### config.mk
export PLATFORM = sky130hd
export DESIGN_NAME = spi_arbiter
export DESIGN_NICKNAME = d
export VERILOG_FILES = /design/src/rtl/spi_pkg.sv /design/src/rtl/rr_arbiter.sv /design/src/rtl/spi_arbiter.sv
export SDC_FILE = /design/constraint.sdc
export NUM_CORES = 1
export LEC_CHECK = 0
export ABC_AREA = 1
export ABC_CLOCK_PERIOD_IN_PS = 1500
export BUFFER_PORTS_ARGS = -buffer_cell sky130_fd_sc_hd__clkbuf_2
export CORE_UTILIZATION = 30
export CTS_CLUSTER_DIAMETER = 150
export DETAILED_ROUTE_END_ITERATION = 7
export HOLD_SLACK_MARGIN = 0.05
export PLACE_DENSITY = 0.54
export SLEW_MARGIN = 10
export SYNTH_ARGS = -nofsm -noshare
export SYNTH_HDL_FRONTEND = slang
export SYNTH_SLANG_ARGS = --single-unit
### constraint.sdc
create_clock -name clk -period 1.5 [get_ports clk]
set_input_delay 0.225 -clock clk [delete_from_list [all_inputs] [get_ports clk]]
set_output_delay 0.225 -clock clk [all_outputs]
set_load 0.01 [all_outputs]
### src/rtl/spi_pkg.sv
// rtl/spi_pkg.sv - shared types and constants for the SPI driver arbiter
package spi_pkg;

  localparam int SPI_BYTE_W      = 8;
  localparam int DEFAULT_TIMEOUT = 4096;

  typedef enum logic [2:0] {
    IDLE,
    START,
    BUSY,
    DONE,
    ERR
  } arb_state_e;

endpackage

### src/rtl/rr_arbiter.sv
// rtl/rr_arbiter.sv - combinational round-robin priority select
module rr_arbiter #(
  parameter int N     = 4,
  parameter int IDX_W = $clog2(N)
) (
  input  logic [N-1:0]     req,
  input  logic [IDX_W-1:0] ptr,
  output logic [IDX_W-1:0] winner,
  output logic             valid
);

  // Lowest requester at or above ptr wins; if none, lowest requester below ptr (wrap).
  // The second loop overrides the first, and each loop runs downward so the lowest index lands last.
  always_comb begin
    winner = '0;
    valid  = 1'b0;
    for (int i = N - 1; i >= 0; i--) begin
      if (req[i] && (i < int'(ptr))) begin
        winner = IDX_W'(i);
        valid  = 1'b1;
      end
    end
    for (int i = N - 1; i >= 0; i--) begin
      if (req[i] && (i >= int'(ptr))) begin
        winner = IDX_W'(i);
        valid  = 1'b1;
      end
    end
  end

endmodule

### src/rtl/spi_arbiter.sv
// rtl/spi_arbiter.sv - round-robin sharing of one SPI driver between byte requesters
module spi_arbiter
  import spi_pkg::*;
#(
  parameter int NUM_REQ = 4,
  parameter int TIMEOUT = DEFAULT_TIMEOUT,
  parameter int IDX_W   = $clog2(NUM_REQ)
) (
  input  logic                          clk,
  input  logic                          rst_n,
  input  logic [NUM_REQ-1:0]            req,
  input  logic [NUM_REQ*SPI_BYTE_W-1:0] req_data,
  output logic [NUM_REQ-1:0]            gnt,
  output logic [NUM_REQ-1:0]            done,
  output logic [NUM_REQ-1:0]            err,
  output logic [SPI_BYTE_W-1:0]         rx_data,
  output logic [NUM_REQ-1:0]            cs_n,
  output logic                          drv_start,
  output logic [SPI_BYTE_W-1:0]         drv_data_in,
  input  logic                          drv_en,
  input  logic [SPI_BYTE_W-1:0]         drv_data_out
);

  localparam int               TMR_W    = $clog2(TIMEOUT) + 1;
  localparam logic [TMR_W-1:0] TMR_LAST = TMR_W'(TIMEOUT - 1);
  localparam logic [IDX_W-1:0] LAST_IDX = IDX_W'(NUM_REQ - 1);

  arb_state_e                state_q, state_d;
  logic [IDX_W-1:0]          owner_q, owner_d;
  logic [IDX_W-1:0]          rr_ptr_q, rr_ptr_d;
  logic [TMR_W-1:0]          timer_q, timer_d;
  logic [NUM_REQ-1:0]        gnt_q, gnt_d;
  logic [NUM_REQ-1:0]        done_q, done_d;
  logic [NUM_REQ-1:0]        err_q, err_d;
  logic [NUM_REQ-1:0]        cs_n_q, cs_n_d;
  logic [SPI_BYTE_W-1:0]     rx_data_q, rx_data_d;
  logic [SPI_BYTE_W-1:0]     drv_data_in_q, drv_data_in_d;
  logic                      drv_start_q, drv_start_d;

  logic [SPI_BYTE_W-1:0]     tx_byte [NUM_REQ];
  logic [IDX_W-1:0]          win_idx;
  logic                      win_valid;
  logic                      timed_out;

  rr_arbiter #(
    .N     (NUM_REQ),
    .IDX_W (IDX_W)
  ) u_rr (
    .req    (req),
    .ptr    (rr_ptr_q),
    .winner (win_idx),
    .valid  (win_valid)
  );

  // Split the flat TX bus into one byte per requester.
  always_comb begin
    for (int i = 0; i < NUM_REQ; i++) begin
      tx_byte[i] = req_data[i*SPI_BYTE_W +: SPI_BYTE_W];
    end
  end

  assign timed_out = (timer_q == TMR_LAST);

  // Next-state and registered-output logic for the grant/handshake sequence.
  always_comb begin
    state_d       = state_q;
    owner_d       = owner_q;
    rr_ptr_d      = rr_ptr_q;
    timer_d       = (timer_q == '1) ? timer_q : timer_q + 1'b1;
    gnt_d         = gnt_q;
    done_d        = '0;
    err_d         = '0;
    rx_data_d     = rx_data_q;
    drv_data_in_d = drv_data_in_q;
    drv_start_d   = drv_start_q;
    // Chip select follows the registered grant and the driver's enable one cycle late.
    cs_n_d        = ~(gnt_q & {NUM_REQ{~drv_en}});

    unique case (state_q)
      IDLE: begin
        timer_d = '0;
        if (win_valid) begin
          owner_d          = win_idx;
          drv_data_in_d    = tx_byte[win_idx];
          gnt_d            = '0;
          gnt_d[win_idx]   = 1'b1;
          drv_start_d      = 1'b1;
          state_d          = START;
        end
      end
      START: begin
        if (!drv_en) begin
          drv_start_d = 1'b0;
          state_d     = BUSY;
        end else if (timed_out) begin
          err_d[owner_q] = 1'b1;
          gnt_d          = '0;
          drv_start_d    = 1'b0;
          state_d        = ERR;
        end
      end
      BUSY: begin
        // The driver clears data_out right after raising enable, so capture now.
        if (drv_en) begin
          rx_data_d       = drv_data_out;
          done_d[owner_q] = 1'b1;
          gnt_d           = '0;
          state_d         = DONE;
        end else if (timed_out) begin
          err_d[owner_q] = 1'b1;
          gnt_d          = '0;
          drv_start_d    = 1'b0;
          state_d        = ERR;
        end
      end
      DONE, ERR: begin
        rr_ptr_d = (owner_q == LAST_IDX) ? '0 : owner_q + 1'b1;
        state_d  = IDLE;
      end
      default: begin
        state_d = IDLE;
      end
    endcase

    if (state_d != state_q) begin
      timer_d = '0;
    end
  end

  // State and output registers with synchronous active-low reset.
  always_ff @(posedge clk) begin
    if (!rst_n) begin
      state_q       <= IDLE;
      owner_q       <= '0;
      rr_ptr_q      <= '0;
      timer_q       <= '0;
      gnt_q         <= '0;
      done_q        <= '0;
      err_q         <= '0;
      cs_n_q        <= '1;
      rx_data_q     <= '0;
      drv_data_in_q <= '0;
      drv_start_q   <= 1'b0;
    end else begin
      state_q       <= state_d;
      owner_q       <= owner_d;
      rr_ptr_q      <= rr_ptr_d;
      timer_q       <= timer_d;
      gnt_q         <= gnt_d;
      done_q        <= done_d;
      err_q         <= err_d;
      cs_n_q        <= cs_n_d;
      rx_data_q     <= rx_data_d;
      drv_data_in_q <= drv_data_in_d;
      drv_start_q   <= drv_start_d;
    end
  end

  assign gnt         = gnt_q;
  assign done        = done_q;
  assign err         = err_q;
  assign cs_n        = cs_n_q;
  assign rx_data     = rx_data_q;
  assign drv_data_in = drv_data_in_q;
  assign drv_start   = drv_start_q;

endmodule

==> results, run 1 <==
- The nature of the critical path endpoint is a flip-flop.
- In the final layout, the multi-input gates occupy 1360 µm².
- After detailed routing, the number of remaining DRC violations is 0.
- The power per standard cell area is 925 nW/µm².
- In this run the deepest clock path goes through 2 buffers.
- Of the cells placed in the final design, the portion with a size suffix greater than 1 is 0.340.
- The worst endpoint required time is 1.72 ns.
- The max-slew violation count is 0.
- When the netlist entered floorplanning its net count stood at 402.
- The library cell used as clock root buffer is sky130_fd_sc_hd__clkbuf_8.
- The largest stage delay on the critical path is 0.37 ns.
- The number of vias in the routed layout is 2524.
- After synthesis, the cell types taking the most area are sky130_fd_sc_hd__dfxtp_1, sky130_fd_sc_hd__nor2_1, sky130_fd_sc_hd__nand3_1.
- The share of the clock period used by the worst path after layout is 0.972.
- The average instance in the mapped netlist occupies 7.29 µm².
- The count of nets left with antenna violations once routing finished came out at 0.
- The synthesized netlist occupies a cell area of 2550 µm².
- STA puts the critical path data arrival time at 1.68 ns.
- Of the post-synthesis cell area, the dominant cell type holds 0.416.
- The transition at the pin with the smallest max-transition slack is 0.307 ns.
- The internal power consumption is 2.15 mW.
- The smallest clock period supported by the final layout is computed as 1.46 ns.
- The number of clock buffers added by TritonCTS is 5.
- The setup clock skew after layout is 0.0117 ns.
- The share of total power dissipated in the clock network is 0.277.
- The flow ran to the end, and the final reports show no timing, DRC or antenna violations.
- The number of instances in the synthesized netlist is 350.
- From left edge to right edge, the die measures 94.2 µm.
- Setup violations remaining at the end of the flow were counted as 0.
- The wire length of the first global-routing pass is 10600 µm.
- The fill cell instance count of the final layout is 855.
- The initial antenna violation count was 0.
- The synthesized flop and latch total is 53.
- The number of buffers added on ports is 79.
- The detailed-routing iteration count for the pre-antenna-repair pass is 4.
- The final weighted congestion in routability-driven placement is 0.806.
- Counting every sink on the clock net gives 53.
- The detailed router finished its first iteration with 90 violations.
- After detailed routing, the total wire length is 6450 µm.
- Detailed routing placed a total of 2980 µm of wire on met2.
- The uppermost layer routed is met4.
- Dividing the detail-routed wire length by the instance count gives 11.5 µm.
- For this design the total switching power over the nets is 1.02 mW.
- The total congestion overflow after global routing is 0.
- Static timing analysis puts the maximum clock frequency at 686 MHz.
- The maximum number of pins on one net before global-route repair is 28.
- After detailed placement, the total cell area comes to 3260 µm².
- Of the total power, the share spent switching nets is 0.322.
- The maximum fanout along the worst path is 13.
- The number of inserted diodes is 0.
- Yosys printed 0 warnings.
- The H-tree was split into 2 levels.
- The number of hold violations in the final report was 0.
- The region available for standard cell placement spans 8220 µm².
- Setup repair after global routing could not meet its margin everywhere.
- The worst slew margin relative to its limit is 0.795.
- The largest total area in the synthesized netlist belongs to sky130_fd_sc_hd__dfxtp_1.
- The cell with the largest stage delay on the worst path is sky130_fd_sc_hd__dfxtp_2.
- The area growth from synthesis to layout is 34.3%.
- Summing all flip-flop and latch instances after layout gives 1070 µm².
- After clock tree synthesis, the flow added hold-fix buffers numbering 0.
- The via count of the first global-routing pass came to 2397.
- Detailed placement ended at an HPWL of 4830 µm.
- Once layout is complete, the utilization of the core stands at 0.417.
- In this run the core area contains 33 standard-cell rows.
- The routed via count divided by cell count is 4.50.
- The total routing usage reported by global routing is 0.151.
- The tool flagged a number of max-cap violations equal to 0.
- The number of unique standard cell types used by synthesis is 29.
- Hold is met by 0.122 ns.
- For this configuration, the core starts out at a cell density of 0.310.
- The critical path goes through ha_4, inv_2, nor2_4, nand4_1, nand2_1, nand3b_1, nand3_2, buf_12, nor2_1.
- The startpoint class of the critical path is a flip-flop.
- The die span in y is 94.2 µm.
- During I/O placement, the number of pins put on the boundary was 80.
- Of the synthesized area, sequential elements account for 0.416.
- The area of all placed cells without fillers is 3430 µm².
- The overall die area is 8880 µm².
- TritonCTS built the clock tree.
- Summed over all cells, the static leakage comes to 1.61 nW.
- The min-delay analysis places its worst path in the category input pin to flip-flop.
- Summed over all nets, wire length on met3 after detailed routing comes to 479 µm.
- For the worst-skew pair, the clock arrives at the later sink with an insertion delay of 0.32 ns.
- The worst-case IR drop observed on VDD is 0.420 mV.
- The count of nets after finishing is 507.
- The category of the critical setup timing path is flip-flop to flip-flop.
- After detailed routing, the wire length on met1 is 2930 µm.
- The sequential group share of total power is 0.494.
- The combinational fraction of design power is 0.229.
- Clock-pin slew was measured on the worst setup and hold paths at 0.11 ns.
## Yosys cell counts (all sizes together)
master / n
nand4: 10
o21ai: 22
inv: 25
nand3: 46
clkbuf: 3
a21oi: 8
nor2: 80
nor3: 10
a211oi: 1
a31oi: 2
dfxtp: 53
nand2: 63
clkinv: 1
xnor2: 7
buf: 9
ha: 5
nand3b: 1
xor2: 4
## final cells by class
cell class / count / share of cell area
Inverter: 26 / 0.0303
Clock buffer: 5 / 0.0201
Clock inverter: 3 / 0.00840
Timing Repair Buffer: 108 / 0.194
Sequential cell: 53 / 0.312
Multi-Input combinational cell: 260 / 0.395
Timing Repair inverter: 1 / 0.00219
Tap cell: 105 / 0.0383
## critical path, delay by kind of cell (launching register included)
kind | cells | cell delay, ns
simple gates | 6 | 0.67
flops | 1 | 0.37
buf+inv | 2 | 0.20
fa+ha+maj | 1 | 0.14
## cells by family (layout without fill, tap and decap cells)
group                    after synthesis  in the layout  share of synthesized area
adder cells (fa/ha/maj)                5              5                     0.0245
AND/OR/NAND/NOR                      210            211                      0.392
flip-flops                            53             53                      0.416
XOR/XNOR                              11             11                     0.0378
buffers and inverters                 38            143                     0.0633
AO/OA/AOI/OAI                         33             33                     0.0667
## cells in the final DEF, fill, tap and decap left out
master / Yosys / final
sky130_fd_sc_hd__dfxtp_1: 53 / 47
sky130_fd_sc_hd__clkbuf_2: 0 / 79
sky130_fd_sc_hd__dfxtp_2: 0 / 6
sky130_fd_sc_hd__inv_2: 2 / 3
sky130_fd_sc_hd__a211oi_1: 1 / 1
sky130_fd_sc_hd__ha_1: 5 / 4
sky130_fd_sc_hd__inv_4: 1 / 1
sky130_fd_sc_hd__clkinv_4: 0 / 1
sky130_fd_sc_hd__nor2_4: 4 / 5
sky130_fd_sc_hd__nor2_2: 11 / 11
sky130_fd_sc_hd__xor2_1: 4 / 4
sky130_fd_sc_hd__inv_8: 0 / 1
sky130_fd_sc_hd__inv_1: 22 / 21
sky130_fd_sc_hd__nor3_1: 9 / 9
sky130_fd_sc_hd__xnor2_1: 7 / 7
sky130_fd_sc_hd__nand4_1: 10 / 10
sky130_fd_sc_hd__inv_6: 0 / 1
sky130_fd_sc_hd__nand2_1: 58 / 57
sky130_fd_sc_hd__a31oi_1: 2 / 2
sky130_fd_sc_hd__buf_4: 0 / 25
sky130_fd_sc_hd__nand2_4: 1 / 1
sky130_fd_sc_hd__o21ai_0: 22 / 22
sky130_fd_sc_hd__clkinvlp_4: 0 / 2
sky130_fd_sc_hd__nand2_2: 4 / 5
sky130_fd_sc_hd__nand3_1: 44 / 44
sky130_fd_sc_hd__nor2_1: 64 / 64
sky130_fd_sc_hd__clkbuf_8: 0 / 5
sky130_fd_sc_hd__buf_12: 0 / 4
sky130_fd_sc_hd__a21oi_1: 8 / 8
sky130_fd_sc_hd__nor3_4: 1 / 1
sky130_fd_sc_hd__nand3_2: 2 / 2
sky130_fd_sc_hd__nand3b_1: 1 / 1
sky130_fd_sc_hd__ha_4: 0 / 1
sky130_fd_sc_hd__nor2_8: 1 / 1
## power groups by stage
stage	clock network, mW	logic [mW]	registers, mW
after detailed placement	0	0.708	1.59
after floorplan	0	0.404	1.62
after global routing	0.959	0.827	1.58
after CTS	0.925	0.714	1.56
final	0.879	0.726	1.57
after global placement	0	0.706	1.59
## state kept, by name (all words and copies together), names as in the netlist
register and cells:
drv_start 1, cs_n 4, rr_ptr_q 2, err 4, rx_data 8, state_q 3, gnt 4, owner_q 2
timer_q 13, drv_data_in 8, done 4
## timing repair
| item | 4_1_cts | 5_1_grt |
|---|---|---|
| gates resized for setup | 2 | 9 |
| setup endpoints to repair | 13 | 23 |
| pin swaps | 2 | 3 |
| cloned | 0 | 2 |
| setup buffers | 2 | 2 |
## per-stage QoR
step | setup slack [ns] | power [mW] | std cells | TNS (ns)
2_1_floorplan | 0.00354 | 2.02 | 350 | 0
3_3_place_gp | -0.0317 | 2.30 | 547 | -0.314
3_5_place_dp | -0.0539 | 2.30 | 547 | -0.536
4_1_cts | 0.0173 | 3.20 | 557 | 0
5_1_grt | -0.0766 | 3.36 | 561 | -1.11
6_report | 0.0423 | 3.17 | 561 | 0
## metal layers
metal / global-route usage / vias to the layer above
li1: - / 1346
met1: 0.185 / 1094
met2: 0.255 / 79
met3: 0.0445 / 5
met4: 0.0410 / 0
met5: 0 / -
## final timing paths
| check | from | endpoint | slack [ns] | cells past startpoint |
|---|---|---|---|---|
| max | timer_q[1]$_SDFFE_PP0P_ | timer_q[9]$_SDFFE_PP0P_ | 0.04 | 9 |
| min | drv_data_out[1] | rx_data[1]$_SDFFE_PN0P_ | 0.12 | 3 |
| max reg2reg | timer_q[1]$_SDFFE_PP0P_ | timer_q[9]$_SDFFE_PP0P_ | 0.04 | 9 |
| min reg2reg | gnt[0]$_SDFFE_PN0P_ | cs_n[0]$_SDFF_PN1_ | 0.44 | 1 |
Note: power is estimated with default switching activity, not from simulation.
==> inputs of run 2 (changes only) <==
ABC_CLOCK_PERIOD_IN_PS = 1600   (was 1500)
MAX_ROUTING_LAYER = met4   (was unset)
PLACE_DENSITY = 0.52   (was 0.54)
clock period = 1.6 ns   (was 1.5 ns; I/O delays follow)
==> run 2 against run 1 <==
  * Cell count down 1.8%
  * Sequential power down 6%
  * Via count down 0.16%
  * Die area unchanged
  * Maximum frequency down 1.5%
  * Utilization down 1.0 points
  * Clock skew down 0.0057 ns
  * First-iteration DRC count down 47%
  * Design area down 2.4%
  * Non-clock buffer count down 10
  * Critical path type unchanged
==> results, run 2 (synthesis results as in run 1) <==
- Status: finished clean (unchanged).
- The largest stage delay on the critical path is 0.36 ns (was 0.37 ns).
- The clock network fraction of total power came to 0.311 (was 0.277).
- The total congestion overflow after global routing is 0 (unchanged).
- The setup clock skew after layout is 0.00599 ns (was 0.0117 ns).
- The register-to-register path setup slack was 0.12 ns (was 0.04 ns).
- The number of inserted diodes came to 0 (unchanged).
- The overall die area is 8880 µm² (unchanged).
- The routed via count divided by cell count is 4.57 (was 4.50).
- The worst-case clock buffer depth was 2 (unchanged).
- The clock slew at the register clock pins of the worst setup and hold paths is 0.10 ns (was 0.11 ns).
- The share of the clock period used by the worst path after layout is 0.925 (was 0.972).
- The power after layout is 3.10 mW (was 3.17 mW).
- The area of all placed cells without fillers is 3340 µm² (was 3430 µm²).
- The sequential group share of total power was 0.473 (was 0.494).
- The number of CTS-inserted buffers is 5 (unchanged).
- The wire length per cell after detailed routing is 12.0 µm (was 11.5 µm).
- The number of vias in the routed layout is 2520 (was 2524).
- The switching part of the total is 0.296 (was 0.322).
- The startpoint class of the critical path is a flip-flop (unchanged).
- The family of cells with the greatest summed delay on the critical path is simple AND/OR/NAND/NOR gates (unchanged).
- The beginning of the worst register-to-register path is timer_q[1]$_SDFFE_PP0P_ (unchanged).
- The fraction of final layout cells with drive strength greater than 1 came to 0.332 (was 0.340).
- The number of buffers added on ports came to 79 (unchanged).
- The register with the most flip-flops is timer_q (unchanged).
- The cell with the largest stage delay on the worst path is sky130_fd_sc_hd__dfxtp_2 (unchanged).
- The area after detailed placement was 3150 µm² (was 3260 µm²).
- The detailed-routing iteration count for the pre-antenna-repair pass is 4 (unchanged).
- The placed wire-length estimate after detailed placement is 4870 µm (was 4830 µm).
- The H-tree level count is 2 (unchanged).
- The power per standard cell area is 928 nW/µm² (was 925 nW/µm²).
- The remaining antenna violation count was 0 (unchanged).
- The initial antenna violation count is 0 (unchanged).
- The critical path startpoint was timer_q[1]$_SDFFE_PP0P_ (unchanged).
- The cell depth of the worst flop-to-flop path is 11 (was 9).
- The core utilization of the finished layout is 0.407 (was 0.417).
- The worst-case setup slack after placement is 0.0135 ns (was -0.0539 ns).
- The max-slew violation count was 0 (unchanged).
- The clock network latency to the later pin of the worst-skew pair is 0.31 ns (was 0.32 ns).
- The internal power consumption was 2.18 mW (was 2.15 mW).
- The maximum clock frequency is 676 MHz (was 686 MHz).
- The number of top-level pins is 80 (unchanged).
- The CTS tree was done (unchanged).
- The worst min-delay path class is input pin to flip-flop (unchanged).
- The maximum fanout along the worst path is 13 (unchanged).
- The via count of the first global-routing pass is 2402 (was 2397).
- The fill cell instance count of the final layout is 879 (was 855).
- The minimum clock period after layout is 1.48 ns (was 1.46 ns).
- The wire length of the first global-routing pass is 11000 µm (was 10600 µm).
- RSZ-0062 raised after global routing: true (unchanged).
- The reg-to-reg endpoint was timer_q[10]$_SDFFE_PP0P_ (was timer_q[9]$_SDFFE_PP0P_).
- The arrival time at the worst endpoint is 1.68 ns (about the same).
- The worst-case vdd ir drop is 0.370 mV (was 0.420 mV).
- The count of placed standard cells including taps is 537 (was 547).
- The worst slew margin relative to its limit is 0.807 (was 0.795).
- The count of endpoints failing setup in the final report is 0 (unchanged).
- The starting utilization of the core area is 0.310 (unchanged).
- The combinational fraction of design power is 0.216 (was 0.229).
- The most common library cell in the layout ignoring fill and taps is sky130_fd_sc_hd__clkbuf_2 (unchanged).
- The number of clock sinks seen by CTS is 53 (unchanged).
- The area growth from synthesis to layout is 31.0% (was 34.3%).
- The post-detailed-route DRC marker count is 0 (unchanged).
- The final weighted congestion in routability-driven placement is 0.773 (was 0.806).
- The number of cells on the critical path came to 11 (was 9).
- The buffering stage count on the worst path with inverters included is 2 (unchanged).
- The initial detailed-routing violation count is 48 (was 90).
- The width of the die is 94.2 µm (unchanged).
- The number of hold violations in the final report is 0 (unchanged).
- The count of maximum capacitance violations is 0 (unchanged).
- The die span in y is 94.2 µm (unchanged).
- The transition at the pin with the smallest max-transition slack came to 0.289 ns (was 0.307 ns).
- The count of non-filler cells in the finished layout is 551 (was 561).
- The number of rows created at floorplan is 33 (unchanged).
- The number of flip-flops in the largest register is 13 (unchanged).
- The final critical-path setup slack came to 0.120 ns (was 0.0423 ns).
- The aggregate routed wire length is 6600 µm (was 6450 µm).
- The library cell used as clock root buffer is sky130_fd_sc_hd__clkbuf_8 (unchanged).
- The nature of the critical path endpoint is a flip-flop (unchanged).
- The maximum number of pins on one net before global-route repair is 28 (unchanged).
- The category of the critical setup timing path was flip-flop to flip-flop (unchanged).
- The timing endpoint of the critical path was timer_q[10]$_SDFFE_PP0P_ (was timer_q[9]$_SDFFE_PP0P_).
- The net load switching power is 0.919 mW (was 1.02 mW).
- Highest-count cells in the layout ignoring fill and taps: sky130_fd_sc_hd__clkbuf_2, sky130_fd_sc_hd__nor2_1, sky130_fd_sc_hd__nand2_1 (unchanged).
- The count of nets after finishing came to 497 (was 507).
- The total negative slack for setup checks was 0 ns (unchanged).
- The static leakage is 1.56 nW (was 1.61 nW).
- Cell chain of the critical path: ha_2, inv_2, nor2_4, nand2_4, nor2_4, nand3_2, nand2_1, nor2_1, nand3_2, buf_12, nor2_1 (was ha_4, inv_2, nor2_4, nand4_1, nand2_1, nand3b_1, nand3_2, buf_12, nor2_1).
- The worst hold slack after final layout is 0.149 ns (was 0.122 ns).
- The total routing usage reported by global routing is 0.161 (was 0.151).
- The core box area came to 8220 µm² (unchanged).
- The worst endpoint required time was 1.80 ns (was 1.72 ns).
-- run 2: changes by cell type in the layout (fill, tap and decap cells not counted), moves of 2 or more --
cell / change
sky130_fd_sc_hd__buf_12: -2
sky130_fd_sc_hd__buf_4: -8
sky130_fd_sc_hd__nand2_1: -2
sky130_fd_sc_hd__nand2_2: +2
-- run 2: worst min-delay path by stage --
stage,to,start,depth (start not counted)
after floorplan,rx_data[0]$_SDFFE_PN0P_,drv_data_out[0],2
after global placement,cs_n[3]$_SDFF_PN1_,gnt[3]$_SDFFE_PN0P_,1
after detailed placement,cs_n[1]$_SDFF_PN1_,gnt[1]$_SDFFE_PN0P_,1
after CTS,rx_data[7]$_SDFFE_PN0P_,drv_data_out[7],3
after global routing,rx_data[6]$_SDFFE_PN0P_,drv_data_out[6],3
final,rx_data[5]$_SDFFE_PN0P_,drv_data_out[5],3
-- run 2: area by class of cell --
type | instances | area, µm² | share of cell area
tap | 105 | 131 | 0.0393
timing repair buffer | 98 | 563 | 0.168
timing repair inverter | 1 | 5.00 | 0.00150
inverter | 26 | 104 | 0.0311
sequential | 53 | 1070 | 0.320
clock inverter | 2 | 37.5 | 0.0112
clock buffer | 6 | 82.6 | 0.0247
multi-input combinational | 260 | 1350 | 0.404
-- run 2: metal layers --
layer	GRT usage	vias to the layer above	routed length (µm)
li1	-	1324	-
met3	0.0437	6	435
met1	0.192	1120	2990
met4	0.0423	0	70
met2	0.267	70	3110
met5	-	-	0
-- run 2: power by group through the flow --
stage	clock network (mW)	registers, mW	logic [mW]
after floorplan	0	1.51	0.377
after global placement	0	1.49	0.649
after detailed placement	0	1.50	0.655
after CTS	0.989	1.47	0.659
after global routing	1.05	1.48	0.761
final	0.965	1.47	0.670
-- run 2: repair_timing --
item / 4_1_cts / 5_1_grt
resized for setup: 0 / 14
gates cloned: 0 / 2
setup buffers: 0 / 4
endpoints found under the setup margin: 1 / 21
hold buffers: 0 / 0
pin swaps: 1 / 3
-- run 2: worst register-to-register path, stage by stage, from the launching register on --
cell	delay (ns)
sky130_fd_sc_hd__dfxtp_2	0.36
sky130_fd_sc_hd__ha_2	0.18
sky130_fd_sc_hd__inv_2	0.04
sky130_fd_sc_hd__nor2_4	0.12
sky130_fd_sc_hd__nand2_4	0.09
sky130_fd_sc_hd__nor2_4	0.10
sky130_fd_sc_hd__nand3_2	0.08
sky130_fd_sc_hd__nand2_1	0.07
sky130_fd_sc_hd__nor2_1	0.04
sky130_fd_sc_hd__nand3_2	0.08
sky130_fd_sc_hd__buf_12	0.15
sky130_fd_sc_hd__nor2_1	0.06
